**src/rtl/uart_byte_rx_pkg.sv**
```systemverilog
// Shared types and helpers for the UART byte receiver and its baud tick divider.
package uart_byte_rx_pkg;

    typedef enum logic [2:0] {
        IDLE  = 3'd0,
        START = 3'd1,
        DATA  = 3'd2,
        STOP  = 3'd3,
        BREAK = 3'd4
    } rxState_t;

    // Clocks per oversample tick; never below one so the divider always advances.
    function automatic int calcDiv(input int clkHz, input int baud, input int overSample);
        int d;
        d = clkHz / (baud * overSample);
        if (d < 1) d = 1;
        return d;
    endfunction

endpackage

```
**src/rtl/uart_baud_tick.sv**
```systemverilog
// Free-running divider producing a one-cycle tick every DIV clocks, with synchronous clear.
module uart_baud_tick #(
    parameter int DIV = 1
) (
    input  logic clk,
    input  logic reset,
    input  logic clear,
    output logic tick
);

    localparam int CW = (DIV > 1) ? $clog2(DIV) : 1;
    localparam logic [CW-1:0] LAST = CW'(DIV - 1);

    logic [CW-1:0] cnt;

    assign tick = (cnt == LAST);

    always_ff @(posedge clk) begin
        if (!reset)
            cnt <= '0;
        else if (clear || tick)
            cnt <= '0;
        else
            cnt <= cnt + CW'(1);
    end

endmodule

```
**src/rtl/uart_byte_rx.sv**
```systemverilog
// 8N1 UART receiver: oversampled frame FSM plus a one-byte deferral buffer for a busy consumer.
module uart_byte_rx
    import uart_byte_rx_pkg::*;
#(
    parameter int CLK_HZ     = 100000000,
    parameter int BAUD       = 9600,
    parameter int OVERSAMPLE = 16
) (
    input  logic       clk,
    input  logic       reset,
    input  logic       rx,
    input  logic       hold,
    output logic [7:0] numRx,
    output logic       rxDataRdy,
    output logic       framingErr,
    output logic       overrun,
    output logic [2:0] dbgState
);

    localparam int DIV = calcDiv(CLK_HZ, BAUD, OVERSAMPLE);
    localparam int SCW = $clog2(OVERSAMPLE);
    localparam logic [SCW-1:0] SC_MID  = SCW'(OVERSAMPLE / 2 - 1);
    localparam logic [SCW-1:0] SC_LAST = SCW'(OVERSAMPLE - 1);

    rxState_t       state, stateNext;
    logic [SCW-1:0] sc, scNext;
    logic [2:0]     bi, biNext;
    logic [7:0]     shreg, shregNext;
    logic           rxMeta, rxS;
    logic           tick, tickClr;
    logic           byteDone, frameBad;
    logic           pending, drain;
    logic [7:0]     pendByte;

    uart_baud_tick #(.DIV(DIV)) uBaudTick (
        .clk   (clk),
        .reset (reset),
        .clear (tickClr),
        .tick  (tick)
    );

    assign dbgState = state;

    always_ff @(posedge clk) begin
        if (!reset) begin
            rxMeta <= 1'b1;
            rxS    <= 1'b1;
            state  <= IDLE;
            sc     <= '0;
            bi     <= '0;
            shreg  <= '0;
        end else begin
            rxMeta <= rx;
            rxS    <= rxMeta;
            state  <= stateNext;
            sc     <= scNext;
            bi     <= biNext;
            shreg  <= shregNext;
        end
    end

    always_comb begin
        stateNext = state;
        scNext    = sc;
        biNext    = bi;
        shregNext = shreg;
        tickClr   = 1'b0;
        byteDone  = 1'b0;
        frameBad  = 1'b0;
        case (state)
            IDLE: begin
                if (!rxS) begin
                    stateNext = START;
                    scNext    = '0;
                    tickClr   = 1'b1;
                end
            end
            START: begin
                if (tick) begin
                    if (sc == SC_MID) begin
                        scNext    = '0;
                        biNext    = '0;
                        stateNext = rxS ? IDLE : DATA;
                    end else begin
                        scNext = sc + SCW'(1);
                    end
                end
            end
            DATA: begin
                if (tick) begin
                    if (sc == SC_LAST) begin
                        shregNext = {rxS, shreg[7:1]};
                        scNext    = '0;
                        biNext    = bi + 3'd1;
                        if (bi == 3'd7) stateNext = STOP;
                    end else begin
                        scNext = sc + SCW'(1);
                    end
                end
            end
            STOP: begin
                if (tick) begin
                    if (sc == SC_LAST) begin
                        scNext = '0;
                        if (rxS) begin
                            byteDone  = 1'b1;
                            stateNext = IDLE;
                        end else begin
                            frameBad  = 1'b1;
                            stateNext = BREAK;
                        end
                    end else begin
                        scNext = sc + SCW'(1);
                    end
                end
            end
            BREAK: begin
                if (rxS) stateNext = IDLE;
            end
            default: stateNext = IDLE;
        endcase
    end

    // A drain is skipped while a strobe is already out, so strobes never sit back to back.
    assign drain = pending && !hold && !rxDataRdy;

    always_ff @(posedge clk) begin
        if (!reset) begin
            numRx      <= '0;
            rxDataRdy  <= 1'b0;
            framingErr <= 1'b0;
            overrun    <= 1'b0;
            pending    <= 1'b0;
            pendByte   <= '0;
        end else begin
            rxDataRdy  <= 1'b0;
            framingErr <= frameBad;
            overrun    <= 1'b0;
            if (drain) begin
                numRx     <= pendByte;
                rxDataRdy <= 1'b1;
                pending   <= 1'b0;
            end
            if (byteDone) begin
                if (pending && !drain) begin
                    overrun <= 1'b1;
                end else if (!hold && !drain && !rxDataRdy) begin
                    numRx     <= shreg;
                    rxDataRdy <= 1'b1;
                end else begin
                    pendByte <= shreg;
                    pending  <= 1'b1;
                end
            end
        end
    end

endmodule
```
**config.mk**
```make
export PLATFORM = sky130hd
export DESIGN_NAME = uart_byte_rx
export DESIGN_NICKNAME = d
export VERILOG_FILES = /design/src/rtl/uart_byte_rx_pkg.sv /design/src/rtl/uart_baud_tick.sv /design/src/rtl/uart_byte_rx.sv
export SDC_FILE = /design/constraint.sdc
export NUM_CORES = 1
export LEC_CHECK = 0
export ABC_AREA = 1
export CAP_MARGIN = 40
export CORE_MARGIN = 5
export CORE_UTILIZATION = 35
export DETAILED_ROUTE_END_ITERATION = 6
export HOLD_SLACK_MARGIN = 0.08
export PLACE_DENSITY = 0.58
export SKIP_CTS_REPAIR_TIMING = 1
export SLEW_MARGIN = 25
export SYNTH_ARGS = -nofsm -noshare
export SYNTH_HDL_FRONTEND = slang
export SYNTH_HIERARCHICAL = 1
export SYNTH_SLANG_ARGS = --single-unit
```
**constraint.sdc**
```tcl
create_clock -name clk -period 5.24 [get_ports clk]
set_clock_uncertainty 0.05 [all_clocks]
set_input_delay 1.31 -clock clk [delete_from_list [all_inputs] [get_ports clk]]
set_output_delay 1.31 -clock clk [all_outputs]
set_load 0.02 [all_outputs]
```
### After elaboration in Yosys (flattened, before gate mapping)

Index checks and enable logic that the tools add are counted.

| operators by class | value |
|---|---|
| add/subtract/negate cells | 3 |
| equal/unequal tests | 18 |
| muxes and demuxes | 42 |
| bitwise gates (word level) | 3 |
| reductions and logical operators | 21 |

Operators by type and width:

| cell | count |
|---|---|
| two-way mux 3 bit | 14 |
| two-way mux 8 bit | 4 |
| two-way mux 4 bit | 5 |
| two-way mux 1 bit | 15 |
| one-hot mux 3 bit (5 select lines) | 1 |
| != test 2 bit, second input constant | 6 |
| one-hot mux 4 bit (3 select lines) | 1 |
| adder 10 x 1 -> 10 bit, second input constant | 1 |
| equality test 10 bit, second input constant | 1 |
| AND reduction 9 bit | 1 |
| != test 2 x 1 -> 1 bit, second input constant | 4 |
| AND reduction 4 bit | 2 |
| equality test 3 x 2 -> 1 bit, second input constant | 2 |
| equality test 3 bit, second input constant | 2 |
| one-hot mux 3 bit (2 select lines) | 1 |
| AND reduction 3 bit | 2 |
| logical AND 1 bit | 5 |
| AND reduction 5 bit | 1 |
| adder 4 x 1 -> 4 bit, second input constant | 1 |
| equality test 4 x 3 -> 1 bit, second input constant | 1 |
| equality test 4 bit, second input constant | 1 |
| OR reduction 2 bit | 2 |
| adder 3 x 1 -> 3 bit, second input constant | 1 |
| equality test 3 x 1 -> 1 bit, second input constant | 1 |
| other kinds (8) | 12 |

| word-level totals | value |
|---|---|
| flip-flop bits (word level) | 50 |
| input bits | 4 |
| output and inout bits | 14 |
| logic and storage cells | 100 |

### Longest topological paths before layout

| depth | value |
|---|---|
| word-level depth | 9 |
| gate-level depth with buffers | 13 |
| depth with buffers taken out | 13 |

### By module

The synthesis kept the hierarchy.

By module, submodules not included:

| module | instances | cells an instance | area an instance (um^2) | seq. area each (um^2) |
|---|---|---|---|---|
| uart_byte_rx | 1 | 267 | 1,940.6 | 800.8 |
| uart_baud_tick | 1 | 66 | 509.2 | 200.2 |

### Worst setup path after synthesis

Ideal clock, no wire load.

| timing | value |
|---|---|
| kind | input port to flip-flop |
| from | input port hold |
| to | register pendByte[0] |
| setup time | 132 ps |
| arrival | 2,084 ps |
| data required time | 5,058 ps |
| slack | 2,974 ps |
| cell stages on the path | 8 |
| path buffers | 0 |
| cells stage by stage | inv_1 nand3_2 nand2_1 nand2_1 nor2_4 inv_2 nand2_1 a21oi_1 |

| on the way | value |
|---|---|
| word-level cells in the longest chain between the ends | 8 |
| elaborated cells on any way between the ends | 10 |
| classes of those cells | bitwise: 2; reduce/logical: 8 |

Ends and longest elaborated chain:

| element | line | source |
|---|---|---|
| from (decl) | uart_byte_rx.sv:12 | `input logic hold,` |
| logical NOT 1 bit * | uart_byte_rx.sv:125, uart_byte_rx.sv:147 |  |
| logical AND 1 bit (2 in a row) | uart_byte_rx.sv:125 | `assign drain = pending && !hold && !rxDataRdy;` |
| logical NOT 1 bit | uart_byte_rx.sv:145, uart_byte_rx.sv:147 |  |
| logical AND 1 bit (2 in a row) | uart_byte_rx.sv:147 | `end else if (!hold && !drain && !rxDataRdy) begin` |
| inverter 1 bit (no source line) | - |  |
| AND reduction 3 bit (no source line) * | - |  |
| to (signal assigned) | uart_byte_rx.sv:151 | `pendByte <= shreg;` |
| to (decl) | uart_byte_rx.sv:33 | `logic [7:0] pendByte;` |

Every way passes the cells marked *; elsewhere a longest branch is shown, timed or not.
A chain may end at the register's enable or synchronous reset.

### Worst setup path after layout

| timing | value |
|---|---|
| from | register state[1], in the netlist dbgState[1] |
| to | output port dbgState[1] |

RTL lines:

| element | line | source |
|---|---|---|
| from (decl) | uart_byte_rx.sv:25 | `rxState_t state, stateNext;` |
| from (signal assigned) | uart_byte_rx.sv:55 | `state <= stateNext;` |
| to (decl) | uart_byte_rx.sv:17 | `output logic [2:0] dbgState` |

No word-level cell between the ends.

==> summary.md <==
| Metric | Value |
|---|---|
| Core Region | `0.00679 sq mm` |
| Total I/O pin count | `18` |
| Synthesized area per cell | `7.36 sq um` |
| Final hold viol count | `0` |
| CP startpoint kind | `flip-flop` |
| Commonest cells in the netlist | `71 x nand2_1, 50 x dfxtp_1, 46 x inv_1, 40 x nor2_1, 24 x a21oi_1` |
| Fill cell count | `691` |
| Placer Congestion | `0.832` |
| Worst-skew pair later-pin latency | `0.31 ns` |
| Synth Warn # | `6` |
| Post-route clock period utilization | `57.0%` |
| Fmax | `335 MHz` |
| Port Buf Inserts | `17` |
| Reg2reg start | `uBaudTick/cnt[0]` |
| TritonCTS Sinks | `50` |
| Initial Utilization | `36.1%` |
| Setup crit end | `dbgState[1]` |
| Endpoints failing setup | `0` |
| CTS tree | `done` |
| Die Ht | `93.7 microns` |
| Clock slew at reported path FFs | `0.10 ns` |
| Vias | `2027` |
| Ant diodes | `0` |
| Critical Path Stages | `1` |
| Compound-Gate Fraction of Synth Area | `14.4%` |
| Setup tns final | `0 ns` |
| Full die area | `0.00877 sq mm` |
| Prevailing post-synth register cell | `dfxtp_1` |
| Crit path time final | `2.99 ns` |
| Multiplexer area fraction after synthesis | `0%` |
| Initial antenna violation count | `0` |
| Worst path slowest cell | `clkdlybuf4s50_1` |
| Post-place setup slack | `2.16 ns` |
| Largest net degree at the start of global routing | `24` |
| CP bufs+invs | `1` |
| Pre-antenna DRT Iters | `4` |
| Fraction of registers with async set/reset | `0%` |
| Multi-input logic area | `0.00122 sq mm` |
| Dpl hpwl | `3410 microns` |
| Cell variety after synth | `31` |
| Die width | `93.7 microns` |
| EDFF count, synth | `0` |
| Pwr Density | `336 mW/mm^2` |
| Worst-Margin Slew | `0.720 ns` |
| Worst EP required | `3.88 ns` |
| Pleak | `1.01 nW` |
| Crit-path max cell delay | `0.70 ns` |
| Pins Over Slew Limit | `0` |
| Reg2reg end | `numRx[6]` |
| Crit path arrival time | `1.63 ns` |
| Root Driver | `clkbuf_8` |
| GRT overflow | `0` |
| Final ANT Viol Nets | `0` |
| Count leader, synth | `nand2_1` |
| Vias in the first global route | `1924` |
| Worst Path Max Fanout | `11` |
| Final WS setup | `2.25 ns` |
| Num CTS Buffers | `5` |
| Vias per cell | `4.53` |
| CP endpoint kind | `primary output` |
| Nets | `359` |
| Register Area | `0.00100 sq mm` |
| Simple-Gate Fraction of Synth Area | `31.1%` |
| Cell row count | `30` |
| Rel. slew slack | `52.0%` |
| Avg WL per Cell | `10.7 microns` |
| Cells on worst reg2reg path | `12` |
| Post-synthesis register bit count | `50` |
| Area contributors post-synth | `dfxtp_1 41%, nand2_1 11%, inv_1 7.0%, nor2_1 6.1%, a21oi_1 4.9%` |
| Worst VDD drop | `0.000128 V` |
| Net Count, Synth | `342` |
| Worst-case clock buffer depth | `2` |
| Mapped cell area | `0.00245 sq mm` |
| Residual DRC count | `0` |
| Seq/Total Area, Yosys | `40.9%` |
| Share of cells above drive strength 1 | `12.0%` |
| Initial DRC Count | `50` |
| Mapped Cells | `333` |
| Flop2flop setup slack | `3.14 ns` |
| # Max-Cap Violations | `0` |
| Outcome | `completed` |
| Adder-cell share of the synthesized area | `2.55%` |
| Synth Area in XOR/XNOR | `1.79%` |
| Largest family of logic cells by synthesized area | `simple AND/OR/NAND/NOR gates` |
| First-pass GRT wire length | `8560 microns` |
| Worst hold path class | `flip-flop to flip-flop` |
| Final Routed Wirelength | `4770 microns` |
| Area growth from synthesis to layout | `13.8%` |
| H-tree levels | `2` |
| Area share of the largest cell type after synthesis | `40.9%` |
| Top delay family on crit path | `buffers and inverters` |
| Crit Path Class | `flip-flop to primary output` |
| RSZ-0062 raised after global routing | `no` |
| CP Cell Sequence | `clkdlybuf4s50_1` |
| Worst Setup SP | `dbgState[1]` |
| GR Util All Layers | `12.1%` |
| Top cell type by total area after synthesis | `dfxtp_1` |
-- kinds of logic (layout without fill, tap and decap cells) --
family,count (synthesis),after routing
adders and majority gates,5,5
buffers and inverters,56,74
and+or+nand+nor,158,158
DFF,50,50
xor gates and xnor gates,5,5
AOI/OAI and AO/OA,59,59
-- area by class of cell --
| class | count | area share [%] |
|---|---|---|
| multi-input combinational | 227 | 43.7 |
| sequential | 50 | 35.9 |
| inverter | 48 | 6.46 |
| timing repair buffer | 18 | 6.37 |
| tap | 96 | 4.31 |
| clock buffer | 5 | 2.47 |
| clock inverter | 3 | 0.763 |
-- worst min-delay path by stage --
stage                     startpoint  endpoint  slack [ns]  cells past startpoint
final                         rxMeta       rxS        0.37                      1
after global routing          rxMeta       rxS        0.40                      1
after CTS                     rxMeta       rxS        0.38                      1
after detailed placement      rxMeta       rxS        0.35                      1
after global placement        rxMeta       rxS        0.36                      1
after floorplan               rxMeta       rxS        0.34                      1
-- report_power, final --
group          internal (W)  switching (W)
sequential         0.000399      0.0000330
clock             0.0000941       0.000137
combinational     0.0000987       0.000175
total              0.000592       0.000344
-- metal layers --
metal | routed length, microns | part of all wire (%) | vias up | global-route usage [%]
met5 | 0 | 0 | - | 0
met4 | 72 | 1.5 | 0 | 4.57
met3 | 124 | 2.6 | 8 | 2.80
met2 | 2170 | 45 | 23 | 19.4
met1 | 2410 | 50 | 905 | 16.0
li1 | - | - | 1091 | -
-- cell usage in the layout (no fill, tap or decap) --
cell type        Yosys  final
nand2_1             71     71
dfxtp_1             50     50
inv_1               46     46
nor2_1              40     40
a21oi_1             24     24
o21ai_0             18     18
clkdlybuf4s50_1      0     17
nand3_1             15     15
nor2_4               7      7
a211oi_1             6      6
a21oi_2              5      5
ha_1                 5      5
clkbuf_8             0      5
nor2_2               4      4
nor3_1               4      4
nand3_2              4      4
or2_2                3      3
nand4_1              3      3
xor2_1               3      3
nand3b_1             2      2
inv_2                2      2
nand2_4              2      2
o21ai_2              2      2
o21ai_1              2      2
a211oi_2             2      2
xnor2_1              2      2
nand3_4              1      1
nor4_1               1      1
nand2_2              1      1
clkinvlp_4           0      1
clkinv_4             0      1
clkinv_2             0      1
buf_4                1      1
-- flip-flops by register name, summed over array words and instances (netlist names), 3 cells and up --
| name | cells |
|---|---|
| sc | 4 |
| uBaudTick/cnt | 10 |
| pendByte | 8 |
| numRx | 8 |
| shreg | 8 |
| dbgState | 3 |
| bi | 3 |
-- per-stage QoR --
stage	instances	utilization [%]	hold WS, ns	area [sq um]	power [W]
2_1_floorplan	333	-	0.343	2450	0.000654
3_3_place_gp	439	39.7	0.355	2700	0.000715
3_5_place_dp	439	39.7	0.352	2700	0.000716
4_1_cts	447	41.0	0.375	2790	0.000950
5_1_grt	447	41.0	0.395	2790	0.00101
6_report	447	41.0	0.372	2790	0.000936
(Power assumes the default switching activity.)
